--- src/rtl/amba_axi4_lite_types_pkg.sv ---
// Shared AXI4-Lite response codes and the address decode used by the slave front-end.
// The decode maps a bus address to a response code and a register index.
package amba_axi4_lite_types_pkg;

  localparam logic [1:0] AXI4_RESP_L_OKAY   = 2'b00;
  localparam logic [1:0] AXI4_RESP_L_SLVERR = 2'b10;
  localparam logic [1:0] AXI4_RESP_L_DECERR = 2'b11;

  typedef struct packed {
    logic [1:0]  resp;
    logic [31:0] index;
  } axi_decode_t;

  // Offsets are computed one bit wider than any bus address, so BASE_ADDR plus the window size cannot wrap.
  function automatic axi_decode_t axi_decode(input logic [63:0] addr,
                                             input logic [63:0] base_addr,
                                             input int unsigned n_regs,
                                             input int unsigned bytes_per_reg,
                                             input logic        busy);
    axi_decode_t r;
    logic [64:0] off;
    logic [64:0] win;
    logic [64:0] mask;
    off     = {1'b0, addr} - {1'b0, base_addr};
    win     = 65'(n_regs) * 65'(bytes_per_reg);
    mask    = 65'(bytes_per_reg) - 65'd1;
    r.index = 32'((bytes_per_reg == 8) ? (off >> 3) : (off >> 2));
    if ((addr < base_addr) || (off >= win)) begin
      r.resp = AXI4_RESP_L_DECERR;
    end else if ((off & mask) != '0) begin
      r.resp = AXI4_RESP_L_SLVERR;
    end else if (busy) begin
      r.resp = AXI4_RESP_L_SLVERR;
    end else begin
      r.resp = AXI4_RESP_L_OKAY;
    end
    return r;
  endfunction

endpackage

--- src/rtl/amba_axi4_lite_slave_gen2_if.sv ---
// AXI4-Lite bus bundle between a master and the gen2 slave front-end.
interface amba_axi4_lite_slave_gen2_if #(
  parameter int DATA_W = 32,
  parameter int ADDR_W = 32
);

  logic                  AWVALID;
  logic                  AWREADY;
  logic [ADDR_W-1:0]     AWADDR;
  logic [2:0]            AWPROT;
  logic                  WVALID;
  logic                  WREADY;
  logic [DATA_W-1:0]     WDATA;
  logic [DATA_W/8-1:0]   WSTRB;
  logic                  BVALID;
  logic                  BREADY;
  logic [1:0]            BRESP;
  logic                  ARVALID;
  logic                  ARREADY;
  logic [ADDR_W-1:0]     ARADDR;
  logic [2:0]            ARPROT;
  logic                  RVALID;
  logic                  RREADY;
  logic [DATA_W-1:0]     RDATA;
  logic [1:0]            RRESP;

  modport master (
    output AWVALID, AWADDR, AWPROT, WVALID, WDATA, WSTRB, BREADY,
           ARVALID, ARADDR, ARPROT, RREADY,
    input  AWREADY, WREADY, BVALID, BRESP, ARREADY, RVALID, RDATA, RRESP
  );

  modport slave (
    input  AWVALID, AWADDR, AWPROT, WVALID, WDATA, WSTRB, BREADY,
           ARVALID, ARADDR, ARPROT, RREADY,
    output AWREADY, WREADY, BVALID, BRESP, ARREADY, RVALID, RDATA, RRESP
  );

endinterface

--- src/rtl/amba_axi4_lite_hold_reg.sv ---
// One-entry holding register: a handshake loads it, the consumer clears it.
module amba_axi4_lite_hold_reg #(
  parameter int W = 32
) (
  input  logic         clk,
  input  logic         rst,
  input  logic         load,
  input  logic         clear,
  input  logic [W-1:0] d,
  output logic         full,
  output logic [W-1:0] q
);

  // Load only happens while empty and clear only while full, so the two never collide.
  always_ff @(posedge clk) begin
    if (rst) begin
      full <= 1'b0;
      q    <= '0;
    end else if (load) begin
      full <= 1'b1;
      q    <= d;
    end else if (clear) begin
      full <= 1'b0;
    end
  end

endmodule

--- src/rtl/amba_axi4_lite_slave_gen2.sv ---
// AXI4-Lite slave front-end: independent AW/W/AR holds feeding a register bank,
// with range/alignment/busy checks and responses held until the master accepts them.
module amba_axi4_lite_slave_gen2
  import amba_axi4_lite_types_pkg::*;
#(
  parameter int                DATA_W    = 32,
  parameter int                ADDR_W    = 32,
  parameter int                N_REGS    = 5,
  parameter logic [ADDR_W-1:0] BASE_ADDR = '0,
  parameter int                IDX_W     = $clog2(N_REGS)
) (
  input  logic                  ACLK,
  input  logic                  ARST,
  amba_axi4_lite_slave_gen2_if.slave bus,
  input  logic                  i_is_busy,
  output logic                  o_en_amba_write,
  output logic [IDX_W-1:0]      o_addr_wc,
  output logic [DATA_W-1:0]     o_data_wc,
  output logic [DATA_W/8-1:0]   o_strb,
  output logic                  o_en_amba_read,
  output logic [IDX_W-1:0]      o_addr_rc,
  input  logic [DATA_W-1:0]     i_data_rc
);

  localparam int SW = DATA_W / 8;

  logic                   aw_full;
  logic [ADDR_W-1:0]      aw_addr;
  logic                   w_full;
  logic [DATA_W+SW-1:0]   w_payload;
  logic                   ar_full;
  logic [ADDR_W-1:0]      ar_addr;

  logic                   w_exec;
  logic                   r_exec;
  logic                   w_ok;
  logic                   r_ok;
  axi_decode_t            wr_dec;
  axi_decode_t            rd_dec;

  logic                   b_valid;
  logic [1:0]             b_resp;
  logic                   r_valid;
  logic [1:0]             r_resp;
  logic [DATA_W-1:0]      r_data;

  logic                   unused_bits;

  amba_axi4_lite_hold_reg #(.W(ADDR_W)) u_aw_hold (
    .clk   (ACLK),
    .rst   (ARST),
    .load  (bus.AWVALID & bus.AWREADY),
    .clear (w_exec),
    .d     (bus.AWADDR),
    .full  (aw_full),
    .q     (aw_addr)
  );

  amba_axi4_lite_hold_reg #(.W(DATA_W + SW)) u_w_hold (
    .clk   (ACLK),
    .rst   (ARST),
    .load  (bus.WVALID & bus.WREADY),
    .clear (w_exec),
    .d     ({bus.WSTRB, bus.WDATA}),
    .full  (w_full),
    .q     (w_payload)
  );

  amba_axi4_lite_hold_reg #(.W(ADDR_W)) u_ar_hold (
    .clk   (ACLK),
    .rst   (ARST),
    .load  (bus.ARVALID & bus.ARREADY),
    .clear (r_exec),
    .d     (bus.ARADDR),
    .full  (ar_full),
    .q     (ar_addr)
  );

  assign bus.AWREADY = ~aw_full & ~ARST;
  assign bus.WREADY  = ~w_full  & ~ARST;
  assign bus.ARREADY = ~ar_full & ~ARST;

  // Busy is sampled in the exec cycle itself, so it feeds the decode combinationally.
  assign wr_dec = axi_decode(64'(aw_addr), 64'(BASE_ADDR), N_REGS, SW, i_is_busy);
  assign rd_dec = axi_decode(64'(ar_addr), 64'(BASE_ADDR), N_REGS, SW, i_is_busy);
  assign w_ok   = (wr_dec.resp == AXI4_RESP_L_OKAY);
  assign r_ok   = (rd_dec.resp == AXI4_RESP_L_OKAY);

  assign w_exec = aw_full & w_full & (~b_valid | bus.BREADY) & ~ARST;
  assign r_exec = ar_full & (~r_valid | bus.RREADY) & ~ARST;

  assign o_en_amba_write = w_exec & w_ok;
  assign o_addr_wc       = o_en_amba_write ? wr_dec.index[IDX_W-1:0] : '0;
  assign o_data_wc       = o_en_amba_write ? w_payload[DATA_W-1:0] : '0;
  assign o_strb          = o_en_amba_write ? w_payload[DATA_W+SW-1:DATA_W] : '0;

  assign o_en_amba_read  = r_exec & r_ok;
  assign o_addr_rc       = o_en_amba_read ? rd_dec.index[IDX_W-1:0] : '0;

  // A new exec may refill the B slot in the same cycle the master accepts the old response.
  always_ff @(posedge ACLK) begin
    if (ARST) begin
      b_valid <= 1'b0;
      b_resp  <= AXI4_RESP_L_OKAY;
    end else if (w_exec) begin
      b_valid <= 1'b1;
      b_resp  <= wr_dec.resp;
    end else if (bus.BREADY) begin
      b_valid <= 1'b0;
    end
  end

  always_ff @(posedge ACLK) begin
    if (ARST) begin
      r_valid <= 1'b0;
      r_resp  <= AXI4_RESP_L_OKAY;
      r_data  <= '0;
    end else if (r_exec) begin
      r_valid <= 1'b1;
      r_resp  <= rd_dec.resp;
      r_data  <= r_ok ? i_data_rc : '0;
    end else if (bus.RREADY) begin
      r_valid <= 1'b0;
    end
  end

  assign bus.BVALID = b_valid;
  assign bus.BRESP  = b_resp;
  assign bus.RVALID = r_valid;
  assign bus.RRESP  = r_resp;
  assign bus.RDATA  = r_data;

  assign unused_bits = ^{wr_dec.index[31:IDX_W], rd_dec.index[31:IDX_W], bus.AWPROT, bus.ARPROT};

endmodule

--- src/flat_wrapper.sv ---
// flat-port wrapper written by rule: the top's interface ports become plain ports
module amba_axi4_lite_slave_gen2_flat import amba_axi4_lite_types_pkg::*;
#(
  parameter int                DATA_W    = 32,
  parameter int                ADDR_W    = 32,
  parameter int                N_REGS    = 5,
  parameter logic [ADDR_W-1:0] BASE_ADDR = '0,
  parameter int                IDX_W     = $clog2(N_REGS)
)
  (ACLK, ARST, i_is_busy, o_en_amba_write, o_addr_wc, o_data_wc, o_strb, o_en_amba_read, o_addr_rc, i_data_rc, bus_AWVALID, bus_AWADDR, bus_AWPROT, bus_WVALID, bus_WDATA, bus_WSTRB, bus_BREADY, bus_ARVALID, bus_ARADDR, bus_ARPROT, bus_RREADY, bus_AWREADY, bus_WREADY, bus_BVALID, bus_BRESP, bus_ARREADY, bus_RVALID, bus_RDATA, bus_RRESP);
  amba_axi4_lite_slave_gen2_if #(.DATA_W(DATA_W), .ADDR_W(ADDR_W)) bus_i ();
  input  logic ACLK;
  input  logic ARST;
  input  logic i_is_busy;
  output logic o_en_amba_write;
  output logic [IDX_W-1:0] o_addr_wc;
  output logic [DATA_W-1:0] o_data_wc;
  output logic [DATA_W/8-1:0] o_strb;
  output logic o_en_amba_read;
  output logic [IDX_W-1:0] o_addr_rc;
  input  logic [DATA_W-1:0] i_data_rc;
  input wire logic [$bits(bus_i.AWVALID)-1:0] bus_AWVALID;
  input wire logic [$bits(bus_i.AWADDR)-1:0] bus_AWADDR;
  input wire logic [$bits(bus_i.AWPROT)-1:0] bus_AWPROT;
  input wire logic [$bits(bus_i.WVALID)-1:0] bus_WVALID;
  input wire logic [$bits(bus_i.WDATA)-1:0] bus_WDATA;
  input wire logic [$bits(bus_i.WSTRB)-1:0] bus_WSTRB;
  input wire logic [$bits(bus_i.BREADY)-1:0] bus_BREADY;
  input wire logic [$bits(bus_i.ARVALID)-1:0] bus_ARVALID;
  input wire logic [$bits(bus_i.ARADDR)-1:0] bus_ARADDR;
  input wire logic [$bits(bus_i.ARPROT)-1:0] bus_ARPROT;
  input wire logic [$bits(bus_i.RREADY)-1:0] bus_RREADY;
  output wire logic [$bits(bus_i.AWREADY)-1:0] bus_AWREADY;
  output wire logic [$bits(bus_i.WREADY)-1:0] bus_WREADY;
  output wire logic [$bits(bus_i.BVALID)-1:0] bus_BVALID;
  output wire logic [$bits(bus_i.BRESP)-1:0] bus_BRESP;
  output wire logic [$bits(bus_i.ARREADY)-1:0] bus_ARREADY;
  output wire logic [$bits(bus_i.RVALID)-1:0] bus_RVALID;
  output wire logic [$bits(bus_i.RDATA)-1:0] bus_RDATA;
  output wire logic [$bits(bus_i.RRESP)-1:0] bus_RRESP;
  assign bus_i.AWVALID = bus_AWVALID;
  assign bus_i.AWADDR = bus_AWADDR;
  assign bus_i.AWPROT = bus_AWPROT;
  assign bus_i.WVALID = bus_WVALID;
  assign bus_i.WDATA = bus_WDATA;
  assign bus_i.WSTRB = bus_WSTRB;
  assign bus_i.BREADY = bus_BREADY;
  assign bus_i.ARVALID = bus_ARVALID;
  assign bus_i.ARADDR = bus_ARADDR;
  assign bus_i.ARPROT = bus_ARPROT;
  assign bus_i.RREADY = bus_RREADY;
  assign bus_AWREADY = bus_i.AWREADY;
  assign bus_WREADY = bus_i.WREADY;
  assign bus_BVALID = bus_i.BVALID;
  assign bus_BRESP = bus_i.BRESP;
  assign bus_ARREADY = bus_i.ARREADY;
  assign bus_RVALID = bus_i.RVALID;
  assign bus_RDATA = bus_i.RDATA;
  assign bus_RRESP = bus_i.RRESP;
  amba_axi4_lite_slave_gen2 #(.DATA_W(DATA_W), .ADDR_W(ADDR_W), .N_REGS(N_REGS), .BASE_ADDR(BASE_ADDR), .IDX_W(IDX_W)) u_core (.ACLK(ACLK), .ARST(ARST), .bus(bus_i), .i_is_busy(i_is_busy), .o_en_amba_write(o_en_amba_write), .o_addr_wc(o_addr_wc), .o_data_wc(o_data_wc), .o_strb(o_strb), .o_en_amba_read(o_en_amba_read), .o_addr_rc(o_addr_rc), .i_data_rc(i_data_rc));
endmodule
--- config.mk ---
export PLATFORM = sky130hd
export DESIGN_NAME = amba_axi4_lite_slave_gen2_flat
export DESIGN_NICKNAME = d
export VERILOG_FILES = /design/src/rtl/amba_axi4_lite_types_pkg.sv /design/src/rtl/amba_axi4_lite_slave_gen2_if.sv /design/src/rtl/amba_axi4_lite_hold_reg.sv /design/src/rtl/amba_axi4_lite_slave_gen2.sv /design/src/flat_wrapper.sv
export SDC_FILE = /design/constraint.sdc
export NUM_CORES = 1
export LEC_CHECK = 0
export BUFFER_PORTS_ARGS = -buffer_cell sky130_fd_sc_hd__buf_2
export CAP_MARGIN = 20
export CORE_MARGIN = 5
export CORE_UTILIZATION = 44
export DETAILED_ROUTE_END_ITERATION = 10
export PLACE_DENSITY = 0.75
export SETUP_SLACK_MARGIN = 0.3
export SLEW_MARGIN = 20
export SYNTH_ARGS = -nofsm -noshare
export SYNTH_HDL_FRONTEND = slang
export SYNTH_SLANG_ARGS = --single-unit
--- constraint.sdc ---
create_clock -name ACLK -period 1.7 [get_ports ACLK]
set_input_delay 0.085 -clock ACLK [delete_from_list [all_inputs] [get_ports ACLK]]
set_output_delay 0.085 -clock ACLK [all_outputs]
set_load 0.05 [all_outputs]
==> results summary <==
The number of endpoints failing setup at the final stage came out at 78. The required time of the critical path is 1620 ps. The sum of routed wire length over all layers is about 21,000 µm. The later-pin clock latency in the skew report is 410 ps. The critical path is of the register to primary output type.

The final critical path time including I/O delays and setup came out at 2283 ps. The count of H-tree levels built during CTS came out at 4. The setup skew after layout came out at 8.008 ps. The power density over the cells is 860.2 nW/µm².

The number of pins with negative max-slew slack in the final report came to 0. After global routing the overflow that remains totals 0. Counting every sink on the clock net gives 141. The post-DP HPWL came out at 9710 µm. The worst setup path is launched from a register. Sequential cells account for 43.6% of the total power. From synthesis to final layout, the design area changed by 78.99%.

STA classifies the critical path endpoint as a primary output. The number of port buffers came out at 224. The utilization after layout came out at 80.66%.

The flow ran to the end, but the final reports show violations. The final critical-path share of the clock period came out at 134.3%. Global routing used 27.49% of the available tracks. The layout has 633 filler cells. The number of detailed-route iterations in the first pass is 5.

The number of rows in the core area came out at 40. The number of distinct library cells after synthesis is 26. After layout, the worst setup slack is -582.6 ps. The number of storage elements in the synthesis netlist came out at around 140. The maximum ir drop on the vdd rail is 0.6457 mV. The repair_antennas step left the layout with diodes totalling 0.

The floorplan step defined a die boundary enclosing 14,620 µm². Timing would allow up to approximately 440 MHz. Averaged over all synthesized cells, the footprint is 8.830 µm².

The chip height came out at 120.9 µm. The number of violations reported at the end of detailed-routing iteration 0 came out at between 500 and 600. The internal power component is 6.322 mW. The number of instances in the placed design came out at 962. At the worst endpoint, the arrival time is 2200 ps. The core region is 12,010 µm².

The initial antenna violation count came out at 0. Setup repair after global routing could not meet its margin everywhere. The per-cell routed wire length came out at 18.57 µm.

The slew at the pin closest to its max-slew limit is 573.6 ps. The area of the mapped netlist came out at 5413 µm². TritonCTS built the clock tree.

The post-route DRC violation count is 0. The part of the Yosys area used for sequential elements came out at 52.15%. The number of synthesis warnings is 0. In this run the worst hold path is classified as primary input to register. Net switching is between 20% and 30% of the power.

The final net count is 1,136. The number of instances in the synthesized netlist came out at around 610. The total I/O pin count came out at 231. For this design the static power due to leakage is roughly 4.2 nW. The routed via count divided by cell count came out at 5.217.

The total negative setup slack came out at -30,880 ps. The design draws 8.334 mW. The maximum fanout along the worst path is 19. The effective utilization at floorplan is 45.06%. The number of buffers on the longest clock path is 2. The clock network burns between 40% and 50% of the power. When the netlist entered floorplanning its net count stood at roughly 760.

The largest net degree at the start of global routing is 75. The remaining antenna violation count came out at 0. The number of violations of the max-capacitance limit is 0.

The worst slew margin relative to its limit came out at 61.76%. Clock-pin slew was measured on the worst setup and hold paths at around 60 ps. The width of the die came out at approximately 120 µm. The net switching power came out at 2.012 mW.

Hold timing on the final database bottoms out at a slack of 32.56 ps. The detailed router placed 5,994 vias in this run. The global-route wire length before repair is between 30,000 and 40,000 µm.

The post-route netlist has 36.53% of its cells at a drive strength greater than 1. The count of non-filler cells in the finished layout is 1,149. The number of clock buffers added by TritonCTS is 17. The final reports fail on negative setup slack. The combinational power share came out at 12.4%. At the end of routability-driven placement, the weighted congestion stood at 0.7427. The tree is rooted in a sky130_fd_sc_hd__clkbuf_16.

The via count of the first global-routing pass came out at 6,093. The count of endpoints failing hold in the final timing report is 0.
-- power groups by stage --
stage | sequential [mW] | combinational [mW] | clock (mW)
4_1_cts | 3.61 | 0.967 | 3.67
2_1_floorplan | 3.69 | 0.373 | 0
3_3_place_gp | 3.67 | 0.695 | 0
5_1_grt | 3.65 | 1.12 | 3.84
3_5_place_dp | 3.67 | 0.702 | 0
6_report | 3.64 | 1.03 | 3.67
-- layer usage --
metal	vias to the layer above	GRT usage, %	share of wire [%]	routed length, µm
met5	-	0	0	0
met3	64	6.154	7.1	1510
met2	317	49.77	52	11100
met4	0	12.68	4.1	881
li1	2799	-	-	-
met1	2814	30.41	37	7843
-- through the flow --
stage               setup slack, ps  cell area, µm²
CTS                          -587.7            9582
floorplan                    -13.21            5574
global route                 -664.6            9688
global placement             -251.3            6900
finish                       -582.6            9688
detailed placement           -299.4            6900
-- cells in the final DEF (no fill, tap or decap), types with 4 or more instances in the layout --
cell type,netlist,layout
sky130_fd_sc_hd__nor4_1,13,4
sky130_fd_sc_hd__buf_6,3,12
sky130_fd_sc_hd__buf_4,1,17
sky130_fd_sc_hd__dfxtp_1,141,134
sky130_fd_sc_hd__dlygate4sd3_1,0,136
sky130_fd_sc_hd__nand2b_1,102,102
sky130_fd_sc_hd__o21ai_0,104,103
sky130_fd_sc_hd__buf_12,0,10
sky130_fd_sc_hd__buf_8,0,42
sky130_fd_sc_hd__nor4_2,1,7
sky130_fd_sc_hd__buf_2,0,180
sky130_fd_sc_hd__and2_4,0,42
sky130_fd_sc_hd__clkbuf_16,0,18
sky130_fd_sc_hd__buf_16,0,4
sky130_fd_sc_hd__a22o_1,32,32
sky130_fd_sc_hd__nor2_1,9,4
sky130_fd_sc_hd__nand2_1,100,100
sky130_fd_sc_hd__nand4_1,4,4
sky130_fd_sc_hd__dfxtp_2,0,7
-- cells in the mapped netlist, drive strengths merged --
cell type  number  area (µm²)
a211oi          1       7.510
a21oi           3       15.01
a22o           32       280.3
a311oi          1       8.760
and2           46       314.1
buf             4       41.29
clkbuf         40       153.9
dfxtp         141        2823
inv             1       3.750
nand2         100       375.4
nand2b        102       638.1
nand3           1       5.000
nand4           4       25.02
nand4b          1       8.760
nor2            9       33.78
nor3            5       36.29
nor4           14       93.84
o21a            1       7.510
o21ai         104       520.5
or2b            2       15.01
or3             1       6.260
-- registers in the layout, indices dropped and copies added (netlist names), 2 cells and up --
name,flops
u_core.u_ar_hold.q,32
u_core.u_w_hold.q,36
u_core.bus.RDATA,32
u_core.bus.BRESP,2
u_core.bus.RRESP,2
u_core.u_aw_hold.q,32
-- logic make-up (layout without fill, tap and decap cells) --
family / Yosys count / after routing / share of synthesized area [%]
flops: 141 / 141 / 52.15
compound gates: 142 / 142 / 15.51
buf+inv: 45 / 434 / 3.675
simple gates: 285 / 285 / 28.66
-- layout make-up --
class / instances / area, µm² / area share (%)
clock inverter: 10 / 115.1 / 1.188
timing repair buffer: 402 / 3491 / 36.03
tap: 147 / 183.9 / 1.898
multi-input combinational: 427 / 2592 / 26.76
sequential: 141 / 2831 / 29.23
inverter: 1 / 3.754 / 0.03874
clock buffer: 21 / 470.5 / 4.856
-- repair_timing --
item | CTS | global route
gates resized for setup | 154 | 15
setup buffers | 12 | 3
endpoints found under the setup margin | 78 | 79
pin swaps | 16 | 30
endpoints found under the hold margin | 136 | 0
hold buffers | 136 | 0
gates cloned | 4 | 1
-- worst max-delay path: stages (launching register included) --
cell	delay [ps]
sky130_fd_sc_hd__dfxtp_1	310
sky130_fd_sc_hd__nor3_1	250
sky130_fd_sc_hd__nand4_1	220
sky130_fd_sc_hd__nor4_4	330
sky130_fd_sc_hd__buf_6	170
sky130_fd_sc_hd__clkbuf_16	180
sky130_fd_sc_hd__and2_4	170
sky130_fd_sc_hd__buf_8	140
-- path summary, 6_finish.rpt --
check / from / to / slack (ps) / depth (start not counted)
setup / recovery: u_core.u_aw_hold.q[27]$_SDFFE_PP0P_ / o_data_wc[14] / -580 / 7
hold / removal: bus_BREADY / u_core.bus.BVALID$_SDFFE_PP0P_ / 30 / 3
setup reg to reg: u_core.u_ar_hold.q[30]$_SDFFE_PP0P_ / u_core.bus.RDATA[17]$_SDFFE_PP0P_ / -290 / 10
hold reg to reg: u_core.u_aw_hold.q[1]$_SDFFE_PP0P_ / u_core.u_aw_hold.q[1]$_SDFFE_PP0P_ / 470 / 2
Power figures use the tool's default switching activity.
